--- src/rtl/mem_copy_engine_if.sv ---
// Memory-side bus of the copy engine: address, write enable, write data out,
// combinational read data back.
interface mem_copy_engine_if #(
   parameter int W = 8,
   parameter int A = 8
);
   logic [A-1:0] MemAddress;
   logic         MemWriteEn;
   logic [W-1:0] MemDataIn;
   logic [W-1:0] MemDataOut;

   modport master (
      output MemAddress,
      output MemWriteEn,
      output MemDataIn,
      input  MemDataOut
   );

   modport slave (
      input  MemAddress,
      input  MemWriteEn,
      input  MemDataIn,
      output MemDataOut
   );
endinterface

--- src/rtl/mem_copy_engine.sv ---
// Bulk word copier for a single-port memory: alternating READ/WRITE per word.
// Optional running sum of the words read: define MEM_COPY_CHECKSUM_EN.
module mem_copy_engine #(
   parameter int W = 8,
   parameter int A = 8
) (
   input  logic         clk,
   input  logic         Reset,
   input  logic         Start,
   input  logic [A-1:0] SrcAddr,
   input  logic [A-1:0] DstAddr,
   input  logic [A-1:0] Len,
   output logic         Busy,
   output logic         Done,
`ifdef MEM_COPY_CHECKSUM_EN
   output logic [W-1:0] Checksum,
`endif
   mem_copy_engine_if.master mem
);

   typedef enum logic [1:0] {IDLE, READ, WRITE, DONE} state_t;

   state_t       state_reg, state_next;
   logic [A-1:0] src_ptr_reg, src_ptr_next;
   logic [A-1:0] dst_ptr_reg, dst_ptr_next;
   logic [A-1:0] count_reg, count_next;
   logic [W-1:0] hold_reg, hold_next;
`ifdef MEM_COPY_CHECKSUM_EN
   logic [W-1:0] sum_reg, sum_next;
`endif

   always_ff @(posedge clk or negedge Reset) begin
      if (!Reset) begin
         state_reg   <= IDLE;
         src_ptr_reg <= '0;
         dst_ptr_reg <= '0;
         count_reg   <= '0;
         hold_reg    <= '0;
`ifdef MEM_COPY_CHECKSUM_EN
         sum_reg     <= '0;
`endif
      end else begin
         state_reg   <= state_next;
         src_ptr_reg <= src_ptr_next;
         dst_ptr_reg <= dst_ptr_next;
         count_reg   <= count_next;
         hold_reg    <= hold_next;
`ifdef MEM_COPY_CHECKSUM_EN
         sum_reg     <= sum_next;
`endif
      end
   end

   always_comb begin
      state_next     = state_reg;
      src_ptr_next   = src_ptr_reg;
      dst_ptr_next   = dst_ptr_reg;
      count_next     = count_reg;
      hold_next      = hold_reg;
`ifdef MEM_COPY_CHECKSUM_EN
      sum_next       = sum_reg;
`endif
      mem.MemAddress = '0;
      mem.MemWriteEn = 1'b0;
      Busy           = 1'b0;
      Done           = 1'b0;

      case (state_reg)
         IDLE: begin
            if (Start) begin
               src_ptr_next = SrcAddr;
               dst_ptr_next = DstAddr;
               count_next   = Len;
`ifdef MEM_COPY_CHECKSUM_EN
               sum_next     = '0;
`endif
               state_next   = (Len != '0) ? READ : DONE;
            end
         end
         READ: begin
            Busy           = 1'b1;
            mem.MemAddress = src_ptr_reg;
            hold_next      = mem.MemDataOut;
            src_ptr_next   = src_ptr_reg + A'(1);
`ifdef MEM_COPY_CHECKSUM_EN
            sum_next       = sum_reg + mem.MemDataOut;
`endif
            state_next     = WRITE;
         end
         WRITE: begin
            Busy           = 1'b1;
            mem.MemAddress = dst_ptr_reg;
            mem.MemWriteEn = 1'b1;
            dst_ptr_next   = dst_ptr_reg + A'(1);
            count_next     = count_reg - A'(1);
            state_next     = (count_reg == A'(1)) ? DONE : READ;
         end
         DONE: begin
            Done       = 1'b1;
            state_next = IDLE;
         end
         default: state_next = IDLE;
      endcase
   end

   // Write data tracks the holding register at all times, not only in WRITE.
   assign mem.MemDataIn = hold_reg;
`ifdef MEM_COPY_CHECKSUM_EN
   assign Checksum = sum_reg;
`endif

endmodule

--- src/flat_wrapper.sv ---
// flat-port wrapper written by rule: the top's interface ports become plain ports
module mem_copy_engine_flat 
#(
   parameter int W = 8,
   parameter int A = 8
)
  (clk, Reset, Start, SrcAddr, DstAddr, Len, Busy, Done, mem_MemAddress, mem_MemWriteEn, mem_MemDataIn, mem_MemDataOut);
  mem_copy_engine_if #(.W(W), .A(A)) mem_i ();
  input  logic clk;
  input  logic Reset;
  input  logic Start;
  input  logic [A-1:0] SrcAddr;
  input  logic [A-1:0] DstAddr;
  input  logic [A-1:0] Len;
  output logic Busy;
  output logic Done;
  output wire logic [$bits(mem_i.MemAddress)-1:0] mem_MemAddress;
  output wire logic [$bits(mem_i.MemWriteEn)-1:0] mem_MemWriteEn;
  output wire logic [$bits(mem_i.MemDataIn)-1:0] mem_MemDataIn;
  input wire logic [$bits(mem_i.MemDataOut)-1:0] mem_MemDataOut;
  assign mem_MemAddress = mem_i.MemAddress;
  assign mem_MemWriteEn = mem_i.MemWriteEn;
  assign mem_MemDataIn = mem_i.MemDataIn;
  assign mem_i.MemDataOut = mem_MemDataOut;
  mem_copy_engine #(.W(W), .A(A)) u_core (.clk(clk), .Reset(Reset), .Start(Start), .SrcAddr(SrcAddr), .DstAddr(DstAddr), .Len(Len), .Busy(Busy), .Done(Done), .mem(mem_i));
endmodule
--- config.mk ---
export PLATFORM = sky130hd
export DESIGN_NAME = mem_copy_engine_flat
export DESIGN_NICKNAME = d
export VERILOG_FILES = /design/src/rtl/mem_copy_engine_if.sv /design/src/rtl/mem_copy_engine.sv /design/src/flat_wrapper.sv
export SDC_FILE = /design/constraint.sdc
export NUM_CORES = 1
export LEC_CHECK = 0
export CAP_MARGIN = 20
export CORE_MARGIN = 4
export CORE_UTILIZATION = 55
export CTS_CLUSTER_DIAMETER = 120
export CTS_CLUSTER_SIZE = 14
export DETAILED_ROUTE_END_ITERATION = 12
export GPL_ROUTABILITY_DRIVEN = 0
export PLACE_DENSITY = 0.95
export SYNTH_ARGS = -nofsm -noshare
export SYNTH_HDL_FRONTEND = slang
export SYNTH_SLANG_ARGS = --single-unit
--- constraint.sdc ---
create_clock -name clk -period 3.6 [get_ports clk]
set_input_delay 0.54 -clock clk [delete_from_list [all_inputs] [get_ports clk]]
set_output_delay 0.54 -clock clk [all_outputs]
set_load 0.1 [all_outputs]
# ---- Word-level counts from Yosys, hierarchy flattened
# Index checks and enable logic that the tools add are counted.
dict set report word_totals {
  register_bits 34
  input_bits 35
  output_inout_bits 19
  elab_cells 34
}
dict set report op_classes {
  addsub 3
  eq_ne 5
  mux 14
  reduce_logical 7
}
# op n
set op_table {}
lappend op_table {{$pmux W8 S2} 4}
lappend op_table {{$mux W8} 3}
lappend op_table {{$add A8 B1 Y8 const B} 2}
lappend op_table {{$eq A8 B1 Y1 const B} 1}
lappend op_table {{$pmux W2 S4} 1}
lappend op_table {{$reduce_bool A8 Y1} 1}
lappend op_table {{$sub A8 B1 Y8 const B} 1}
lappend op_table {{$mux W2} 3}
lappend op_table {{$eq A2 B2 Y1 const B} 2}
lappend op_table {{$reduce_and A2 Y1} 2}
lappend op_table {{$reduce_bool A2 Y1} 2}
lappend op_table {{$mux W1} 3}
lappend op_table {{$eq A2 B1 Y1 const B} 1}
lappend op_table {{$logic_not A2 Y1} 1}
lappend op_table {{$ne A2 B2 Y1 const B} 1}
lappend op_table {{$reduce_or A2 Y1} 1}

# ---- Depth between registers and ports, before layout
dict set report logic_depth {
  depth_word 4
  ltp_mapped 8
  ltp_nobuf 6
}

# ---- Worst setup path before layout
# OpenSTA, ideal clock, no wires.
dict set report synth_path {
  kind {flip-flop to output port}
  from {register u_core.state_reg[0]}
  to {output port mem_MemAddress[3]}
  t_arrival_ns 4.133
  required_time_ns 3.060
  setup_slack_ns -1.073
  stages_incl_launch_ff 7
  n_path_buf 2
  cell_sequence {dfrtp_1 inv_1 ha_1 buf_2 clkbuf_1 nand2_1 a21boi_0}
}
dict set report synth_between {
  elab_chain_cells 2
  word_cells_on_any_way 3
}
# element line
set synth_rtl {}
lappend synth_rtl {{start: declaration} mem_copy_engine.sv:23} ;# state_t state_reg, state_next;
lappend synth_rtl {{start signal: assignment} mem_copy_engine.sv:43} ;# state_reg <= state_next;
lappend synth_rtl {{$eq A2 B2 Y1 / $eq A2 B1 Y1 (equally long branches)} mem_copy_engine.sv:68} ;# case (state_reg)
lappend synth_rtl {{$pmux W8 S2 *} mem_copy_engine.sv:68}
lappend synth_rtl {{end: declaration} flat_wrapper.sv:17} ;# output wire logic [$bits(mem_i.MemAddress)-1:0] mem_MemAddress;
# Mark *: on every way between the ends. The rest lies on a longest branch, timed or not.

# ---- Worst setup path in the final report
dict set report layout_path {
  from {register u_core.state_reg[0]}
  to {output port mem_MemAddress[0]}
}
# Same word-level chain as after synthesis.

==> flow_summary.json <==
{
  "fin_tns_setup_ns": 0,
  "cts-root-buf": "clkbuf_8",
  "die_x_um": 74.64,
  "io_pins": 54,
  "cp_data_arrival_time_ns": 2.21,
  "rows": 23,
  "postCtsHoldBufs": 0,
  "drt-total-wl_um": 6333,
  "fin_crit_ns": 2.755,
  "hpwl_um": 4484,
  "ant_nets": 0,
  "period_share_pct": 76.52,
  "tightest_slew_ns": 1.001,
  "area_growth_pct": 24.69,
  "gr-total-overflow": 0,
  "hold_viol": 0,
  "dieArea_mm2": 0.005570,
  "io_buffers": 53,
  "cp_max_fo": 22,
  "critPathLaunchType": "flip-flop",
  "synth_edf_count": 0,
  "cts_sinks": 34,
  "cts-buffers-inserted": 5,
  "syn_avg_cell_area_um2": 8.661,
  "outcome": "finished clean",
  "layout_common_cells": "43 x clkdlybuf4s50_1, 34 x dfrtp_1, 19 x a21oi_1",
  "finalMaxSlewViolations": 0,
  "cts_tree": "done",
  "die_height_um": 74.64,
  "synth_cells": 282,
  "diodes": 0,
  "async_reset_ff_share_pct": 100.0,
  "grtUsageTotal_pct": 24.81,
  "relSlewSlack_pct": 33.25,
  "drive_above_1_share_pct": 14.46,
  "grt_pass1_vias": 2321,
  "final_common_cell": "clkdlybuf4s50_1",
  "regArea_um2": 850.8,
  "setup_viol": 0,
  "multiInputGateArea_mm2": 0.001430,
  "ys_warn_count": 0,
  "cts_resized": 0,
  "critPathKind": "reg -> out",
  "synth-main-ff-cell": "dfrtp_1",
  "grt_max_degree": 46,
  "post_cts_buffers": 0,
  "fin_worst_skew_ns": 0.007561,
  "hold_path_class": "reg -> reg",
  "core-area_mm2": 0.004144,
  "ys_seq_area_share_pct": 34.84,
  "syn_area_mm2": 0.002442,
  "rsz0062_at_grt": "no",
  "final_util_pct": 73.49,
  "grt_pass1_wl_um": 10730,
  "drt_iter0_markers": 220,
  "avgRoutedWirePerCell_um": 16.89,
  "synth_cell_types": 51,
  "crit_required_ns": 3.06,
  "htree_levels": 2,
  "whs_ns": 0.5120,
  "fin_ws_ns": 0.8452,
  "fin_nets": 367,
  "cts_buffer_depth": 2,
  "clk_pin_slew_ns": 0.08,
  "viasPerCell": 6.309,
  "vias": 2366,
  "first_pass_iters": 4,
  "drc": 0,
  "dp_worst_setup_slack_ns": 0.9366,
  "synth-seq-cells": 34,
  "syn-num-nets": 325,
  "clock_latency_ns": 0.30,
  "antenna_found_initial": 0,
  "cp-end-kind": "output port",
  "max_freq_ghz": 0.3630,
  "maxCapViolCount": 0,
  "nFillCells": 317,
  "start_util_pct": 58.94
}
## cell families (layout without fill, tap and decap cells)
kind of cell,after synthesis,after routing,synth area share [%]
AO/OA/AOI/OAI,93,93,25.61
adder cells (fa/ha/maj),8,8,4.099
buffers and inverters,39,82,7.018
flip-flops,34,34,34.84
multiplexers,17,17,7.377
AND/OR/NAND/NOR,91,91,21.06
## final timing paths
| check | from | end | slack [ns] | cells after the start |
|---|---|---|---|---|
| setup / recovery | u_core.state_reg[0] | mem_MemAddress[0] | 0.85 | 6 |
| max in group asynchronous | Reset | u_core.src_ptr_reg[5] | 2.63 | 2 |
| setup reg to reg | u_core.state_reg[0] | u_core.src_ptr_reg[1] | 1.25 | 6 |
| hold reg to reg | u_core.mem.MemDataIn[0] | u_core.mem.MemDataIn[0] | 0.51 | 1 |
| min in group asynchronous | Reset | u_core.count_reg[7] | 0.65 | 2 |
| hold / removal | u_core.mem.MemDataIn[0] | u_core.mem.MemDataIn[0] | 0.51 | 1 |
## worst max-delay path: stages, from the launching register on
cell and delay, ns:
dfrtp_1 0.43, inv_1 0.10, ha_1 0.50, buf_4 0.35
a22oi_1 0.14, nor2b_2 0.12, buf_4 0.29
## metrics by stage
| stage | instance area [µm²] | cells |
|---|---|---|
| 4_1_cts | 3045 | 375 |
| 3_5_place_dp | 2950 | 367 |
| 2_1_floorplan | 2452 | 282 |
| 6_report | 3045 | 375 |
| 5_1_grt | 3045 | 375 |
| 3_3_place_gp | 2950 | 367 |
## final cells by class
| class | count | share of cell area (%) |
|---|---|---|
| clock inverter | 2 | 0.4108 |
| timing repair buffer | 59 | 18.08 |
| multi-input combinational | 209 | 46.96 |
| tap | 50 | 2.054 |
| sequential | 34 | 27.94 |
| inverter | 15 | 1.849 |
| clock buffer | 6 | 2.712 |
## routing by layer
layer	up-vias	track usage (%)	part of all wire (%)
met5	-	0	0
met4	0	8.498	2.4
met2	95	41.07	48
met1	1120	30.77	42
met3	17	7.744	7.4
li1	1134	-	-
## Yosys cell counts, types with 3 or more instances
master | instances | area share, %
a31oi_1 | 10 | 2.6
inv_1 | 15 | 2.3
a21oi_1 | 19 | 3.9
ha_1 | 8 | 4.1
a22oi_1 | 7 | 2.2
o22ai_1 | 17 | 4.4
nand3b_1 | 3 | 0.92
mux2i_1 | 9 | 3.7
dfrtp_1 | 34 | 35
nand3_1 | 15 | 3.1
clkbuf_1 | 6 | 0.92
buf_2 | 13 | 2.7
o21ai_0 | 13 | 2.7
mux2_2 | 8 | 3.7
o221ai_1 | 3 | 1.1
and3_1 | 5 | 1.3
nor3_1 | 7 | 1.4
nor2_1 | 12 | 1.8
nor2b_1 | 11 | 2.8
nand2_1 | 16 | 2.5
o22a_1 | 7 | 2.5
o21ai_1 | 3 | 0.61
nand2b_1 | 6 | 1.5
Power is not shown: default switching activity piles up to over one toggle a cycle in this logic, so the estimate is an artifact.
==> edit 1, RTL diff (same flow settings) <==
Register the output `Done`; this adds one clock of latency there. The other outputs are not delayed to match.
--- a/src/rtl/mem_copy_engine.sv
+++ b/src/rtl/mem_copy_engine.sv
@@ -19,6 +19,8 @@
 );
 
    typedef enum logic [1:0] {IDLE, READ, WRITE, DONE} state_t;
+
+   logic Done_d;
 
    state_t       state_reg, state_next;
    logic [A-1:0] src_ptr_reg, src_ptr_next;
@@ -63,7 +65,7 @@
       mem.MemAddress = '0;
       mem.MemWriteEn = 1'b0;
       Busy           = 1'b0;
-      Done           = 1'b0;
+      Done_d         = 1'b0;
 
       case (state_reg)
          IDLE: begin
@@ -96,7 +98,7 @@
             state_next     = (count_reg == A'(1)) ? DONE : READ;
          end
          DONE: begin
-            Done       = 1'b1;
+            Done_d     = 1'b1;
             state_next = IDLE;
          end
          default: state_next = IDLE;
@@ -109,5 +111,9 @@
    assign Checksum = sum_reg;
 `endif
 
+   always_ff @(posedge clk) begin
+      Done <= Done_d;
+   end
+
 endmodule
 
Check against the original RTL: not equivalent (a bounded check fails within 4 cycles, from zero or initial values and one cycle with Reset low).
==> edit 1 against the unedited design <==
Routed wire length is 0.47% lower; critical path depth is 1 lower; sequential cell count rose by 1; setup slack better by 64 ps; sequential share of layout area increased by 0.51 points; design area is 0.53% higher; synthesized area grew 0.82%; non-clock buffer count up 1; critical endpoint is now mem_MemAddress[7].
Power is left out: the tool's default activity adds up to more than one toggle a clock period on the data nets, which glitch-free logic cannot reach.
==> edit 1: results (changes against the unedited design) <==
routing:
  first_pass_iters: 4  # unchanged
  vias: 2386  # +0.85%
  top_layer: "met4"
  drt_wl_total_um: 6300  # -0.47%
  wl_met2_um: 3140  # +3.5%
  wl_met3_um: 423  # -9.6%
  wl_met1_um: 2680  # about the same
  initialDrtViolationCount: 225  # +2.3%
place:
  dp_hpwl_um: 4530  # +1.1%
  port_buffers: 53  # unchanged
  place_area_um2: 2980  # +1.0%
logic_synthesis:
  synthMuxAreaShare_pct: 7.32  # -0.060 points
  synth_compound_area_share_pct: 25.4  # -0.21 points
  synth_top_family_by_area: "compound AO/OA/AOI/OAI gates"
  synthTopCellsByCount: "dfrtp_1 (34), a21oi_1 (19), o22ai_1 (17)"
  synth.distinct_cells: 52  # +2.0%
  ys_seq_area_share_pct: 35.4  # +0.53 points
  synth.area.top_cells: "dfrtp_1 (35%), o22ai_1 (4.3%), ha_1 (4.1%)"
  synth-main-ff-cell: "dfrtp_1"
  syn_nets: 326  # +0.31%
  synth_warnings: 0  # unchanged
  synthArstFlopShare_pct: 97.1  # -2.9 points
  yosys.area_share.adder_pct: 4.07  # -0.033 points
  synth_xor_area_share_pct: 0  # unchanged
grt:
  grt_pass1_wl_um: 10300  # -4.0%
  grtUsageMet1_pct: 30.5  # -0.25 points
  grt_max_degree: 35  # -24%
  first_global_vias: 2256  # -2.8%
  use_met3_pct: 6.14  # -1.6 points
  antenna_found_initial: 0  # unchanged
  met2_usage_pct: 39.6  # -1.5 points
  grt_use_total_pct: 23.7  # -1.1 points
finish:
  nNetsFinal: 369  # +0.54%
  drive_gt1_share_pct: 14.1  # -0.39 points
  antennaDiodeCount: 0  # unchanged
  fillers: 325  # +2.5%
critical_path:
  arrival_ps: 2150  # -60 ps
  crit_path_max_fanout: 19  # -14%
min_path:
  hold_path_class: "reg2reg"
clock_tree:
  clk_pin_slew_ps: 70
  postCtsResizedCells: 0  # unchanged
  cts_buffer_depth: 2  # unchanged
  htree_num_levels: 2  # unchanged
  hold_buffers: 0  # unchanged
  cts_setup_buffers: 0  # unchanged
  root_buffer: "clkbuf_8"
  cts_inserted_buffers: 5  # unchanged
  clk_latency_ps: 290
sta:
  fin_skew_ps: 5.54  # -2.02 ps
  slew_headroom_pct: 34.2  # +0.99 points
status:
  status: "completed"
==> edit 1: stage by stage <==
step	std cells	setup WS (ps)	hold WS, ps
finish	379	910	512
global route	379	776	537
CTS	379	925	517
detailed placement	371	1070	496
global placement	371	1110	488
floorplan	283	-340	244
==> edit 1: layout make-up <==
| type | instances | area [um^2] | share of cell area, % |
|---|---|---|---|
| timing repair buffer | 60 | 558 | 18.2 |
| sequential | 35 | 871 | 28.4 |
| inverter | 15 | 56.3 | 1.84 |
| multi-input combinational | 209 | 1430 | 46.7 |
| clock buffer | 7 | 76.3 | 2.49 |
| clock inverter | 1 | 5.00 | 0.163 |
| tap | 52 | 65.1 | 2.13 |
==> edit 1: kinds of logic (layout without fill, tap and decap cells) <==
group | after synthesis | count (layout)
buffers and inverters | 39 | 83
DFF | 35 | 35
AOI/OAI and AO/OA | 93 | 93
adders and majority gates | 8 | 8
and+or+nand+nor | 91 | 91
muxes | 17 | 17
==> edit 1: path summary, 6_finish.rpt <==
kind                       depth (start not counted)                       to                    start  slack (ps)
min                                                1  u_core.mem.MemDataIn[1]  u_core.mem.MemDataIn[1]         510
max in group asynchronous                          2      u_core.count_reg[4]                    Reset        2610
min reg2reg                                        1  u_core.mem.MemDataIn[1]  u_core.mem.MemDataIn[1]         510
max reg2reg                                        7    u_core.dst_ptr_reg[7]      u_core.state_reg[0]        1140
min in group asynchronous                          2      u_core.count_reg[2]                    Reset         650
max                                                5        mem_MemAddress[7]      u_core.state_reg[1]         910
==> edit 1: critical path, stage by stage (launching register included) <==
cell	delay, ps
dfrtp_1	420
inv_1	90
ha_1	640
nand2_1	160
a21boi_1	220
buf_4	320
==> edit 2, RTL diff (config.mk and constraints unchanged) <==
Made on the original files. `W` is set to 8 in 3 places; all go to 12.
--- a/src/rtl/mem_copy_engine_if.sv
+++ b/src/rtl/mem_copy_engine_if.sv
@@ -1,7 +1,7 @@
 // Memory-side bus of the copy engine: address, write enable, write data out,
 // combinational read data back.
 interface mem_copy_engine_if #(
-   parameter int W = 8,
+   parameter int W = 12,
    parameter int A = 8
 );
    logic [A-1:0] MemAddress;
--- a/src/rtl/mem_copy_engine.sv
+++ b/src/rtl/mem_copy_engine.sv
@@ -1,7 +1,7 @@
 // Bulk word copier for a single-port memory: alternating READ/WRITE per word.
 // Optional running sum of the words read: define MEM_COPY_CHECKSUM_EN.
 module mem_copy_engine #(
-   parameter int W = 8,
+   parameter int W = 12,
    parameter int A = 8
 ) (
    input  logic         clk,
--- a/src/flat_wrapper.sv
+++ b/src/flat_wrapper.sv
@@ -1,7 +1,7 @@
 // flat-port wrapper written by rule: the top's interface ports become plain ports
 module mem_copy_engine_flat 
 #(
-   parameter int W = 8,
+   parameter int W = 12,
    parameter int A = 8
 )
   (clk, Reset, Start, SrcAddr, DstAddr, Len, Busy, Done, mem_MemAddress, mem_MemWriteEn, mem_MemDataIn, mem_MemDataOut);
Ports: changed (resized mem_MemDataIn and mem_MemDataOut); port bits go from 54 to 62. The function was not compared with the original's and may differ.
==> edit 2 against the unedited design <==
First-iteration DRC count rose by 62%; setup slack better by 86 ps; synthesized area is 0.72% higher; via count grew 0.25%; utilization shrank 2.0 points; routed wire length grew 4.7%; critical path depth down 1; sequential share of layout area grew 2.6 points; sequential cell count grew 4; design area grew 2.2%.
Power is not shown: default switching activity piles up to over one toggle a cycle in this logic, so the estimate is an artifact.
==> edit 2: results (changes against the unedited design) <==
routing:
  initialDrtViolationCount: 357  # +62%
  drt_wl_total_um: 6630  # +4.7%
  vias_per_cell: 6.39  # +1.3%
grt:
  grt_use_total_pct: 24.5  # -0.31 points
  grt_pass1_wl_um: 10600  # -1.7%
  grt_max_degree: 39  # -15%
  first_global_vias: 2252  # -3.0%
critical_path:
  critPathMaxStageDelay_ps: 630  # +130 ps
  arrival_ps: 2130  # -80 ps
logic_synthesis:
  synth.area.top_cells: "dfrtp_1 (39%), mux2_2 (5.5%), a21oi_1 (4.3%)"
  synth.distinct_cells: 50  # -2.0%
  ys_seq_area_share_pct: 38.7  # +3.8 points
  synth_warnings: 0  # unchanged
  syn_nets: 313  # -3.7%
clock_tree:
  root_buffer: "clkbuf_8"
status:
  status: "completed"
sta:
  tightest_slew_ps: 979  # -22.3 ps
  fin_skew_ps: 10.6  # +3.06 ps
place:
  dp_hpwl_um: 4680  # +4.3%
  place_area_um2: 3040  # +2.9%
  place_ws_ps: 1000  # +64.8 ps
  port_buffers: 61  # +15%
finish:
  nNetsFinal: 366  # -0.27%
  drive_gt1_share_pct: 14.7  # +0.27 points
min_path:
  hold_path_class: "in2async"
[edit 2: cell types whose count changed in the layout (fill, tap and decap cells not counted), moves of 3 or more]
cell / before / now
nand2_1: 16 / 10
o22ai_1: 17 / 10
nor2b_1: 7 / 0
dfrtp_1: 34 / 38
clkdlybuf4s50_1: 43 / 50
and3_1: 5 / 9
mux2i_1: 9 / 3
nor3_1: 7 / 2
nand2b_1: 6 / 3
o21ai_0: 13 / 16
mux2_2: 8 / 12
o22a_1: 7 / 2
nor2b_2: 4 / 7
[edit 2: per-stage QoR]
| stage | util [%] | hold slack (ps) | cells |
|---|---|---|---|
| 2_1_floorplan | - | 244 | 266 |
| 3_3_place_gp | 69.7 | 489 | 364 |
| 3_5_place_dp | 69.7 | 496 | 364 |
| 4_1_cts | 71.5 | 389 | 371 |
| 5_1_grt | 71.5 | 422 | 371 |
| 6_report | 71.5 | 359 | 371 |
[edit 2: kinds of logic after synthesis]
kind of cell    after synthesis  synth area share [%]
fa+ha+maj                     8                  4.07
flops                        38                  38.7
simple gates                 78                  18.3
compound gates               93                  25.2
mux                          15                  6.71
buf+inv                      34                  7.07
[edit 2: layout make-up]
cell class              count  area share, %
repair buffers             65           19.6
clock buffers               7           2.45
well taps                  52           2.09
inverters                  15           1.81
flip-flops and latches     38           30.6
multi-input cells         194           43.5
[edit 2: critical path, delay by kind of cell, from the launching register on]
kind	cells	cell delay [ps]
flip-flops	1	400
buffers and inverters	2	410
adder cells (fa/ha/maj)	1	630
AO/OA/AOI/OAI	1	190
AND/OR/NAND/NOR	1	190
[edit 2: metal layers]
layer	part of all wire (%)	track usage, %	up-vias
li1	-	-	1111
met5	0	0	-
met3	7.7	4.81	15
met4	1.9	9.29	0
met1	40	32.0	1129
met2	50	40.2	117
[edit 2: path summary, 6_finish.rpt]
| path | from | slack (ps) | cells after the start | end |
|---|---|---|---|---|
| max | u_core.state_reg[1] | 930 | 5 | mem_MemAddress[7] |
| min | Reset | 360 | 1 | u_core.count_reg[7] |
| max reg2reg | u_core.state_reg[1] | 1140 | 6 | u_core.src_ptr_reg[1] |
| min reg2reg | u_core.mem.MemDataIn[9] | 510 | 1 | u_core.mem.MemDataIn[9] |
| max in group asynchronous | Reset | 2700 | 1 | u_core.mem.MemDataIn[8] |
| min in group clk | u_core.mem.MemDataIn[9] | 510 | 1 | u_core.mem.MemDataIn[9] |
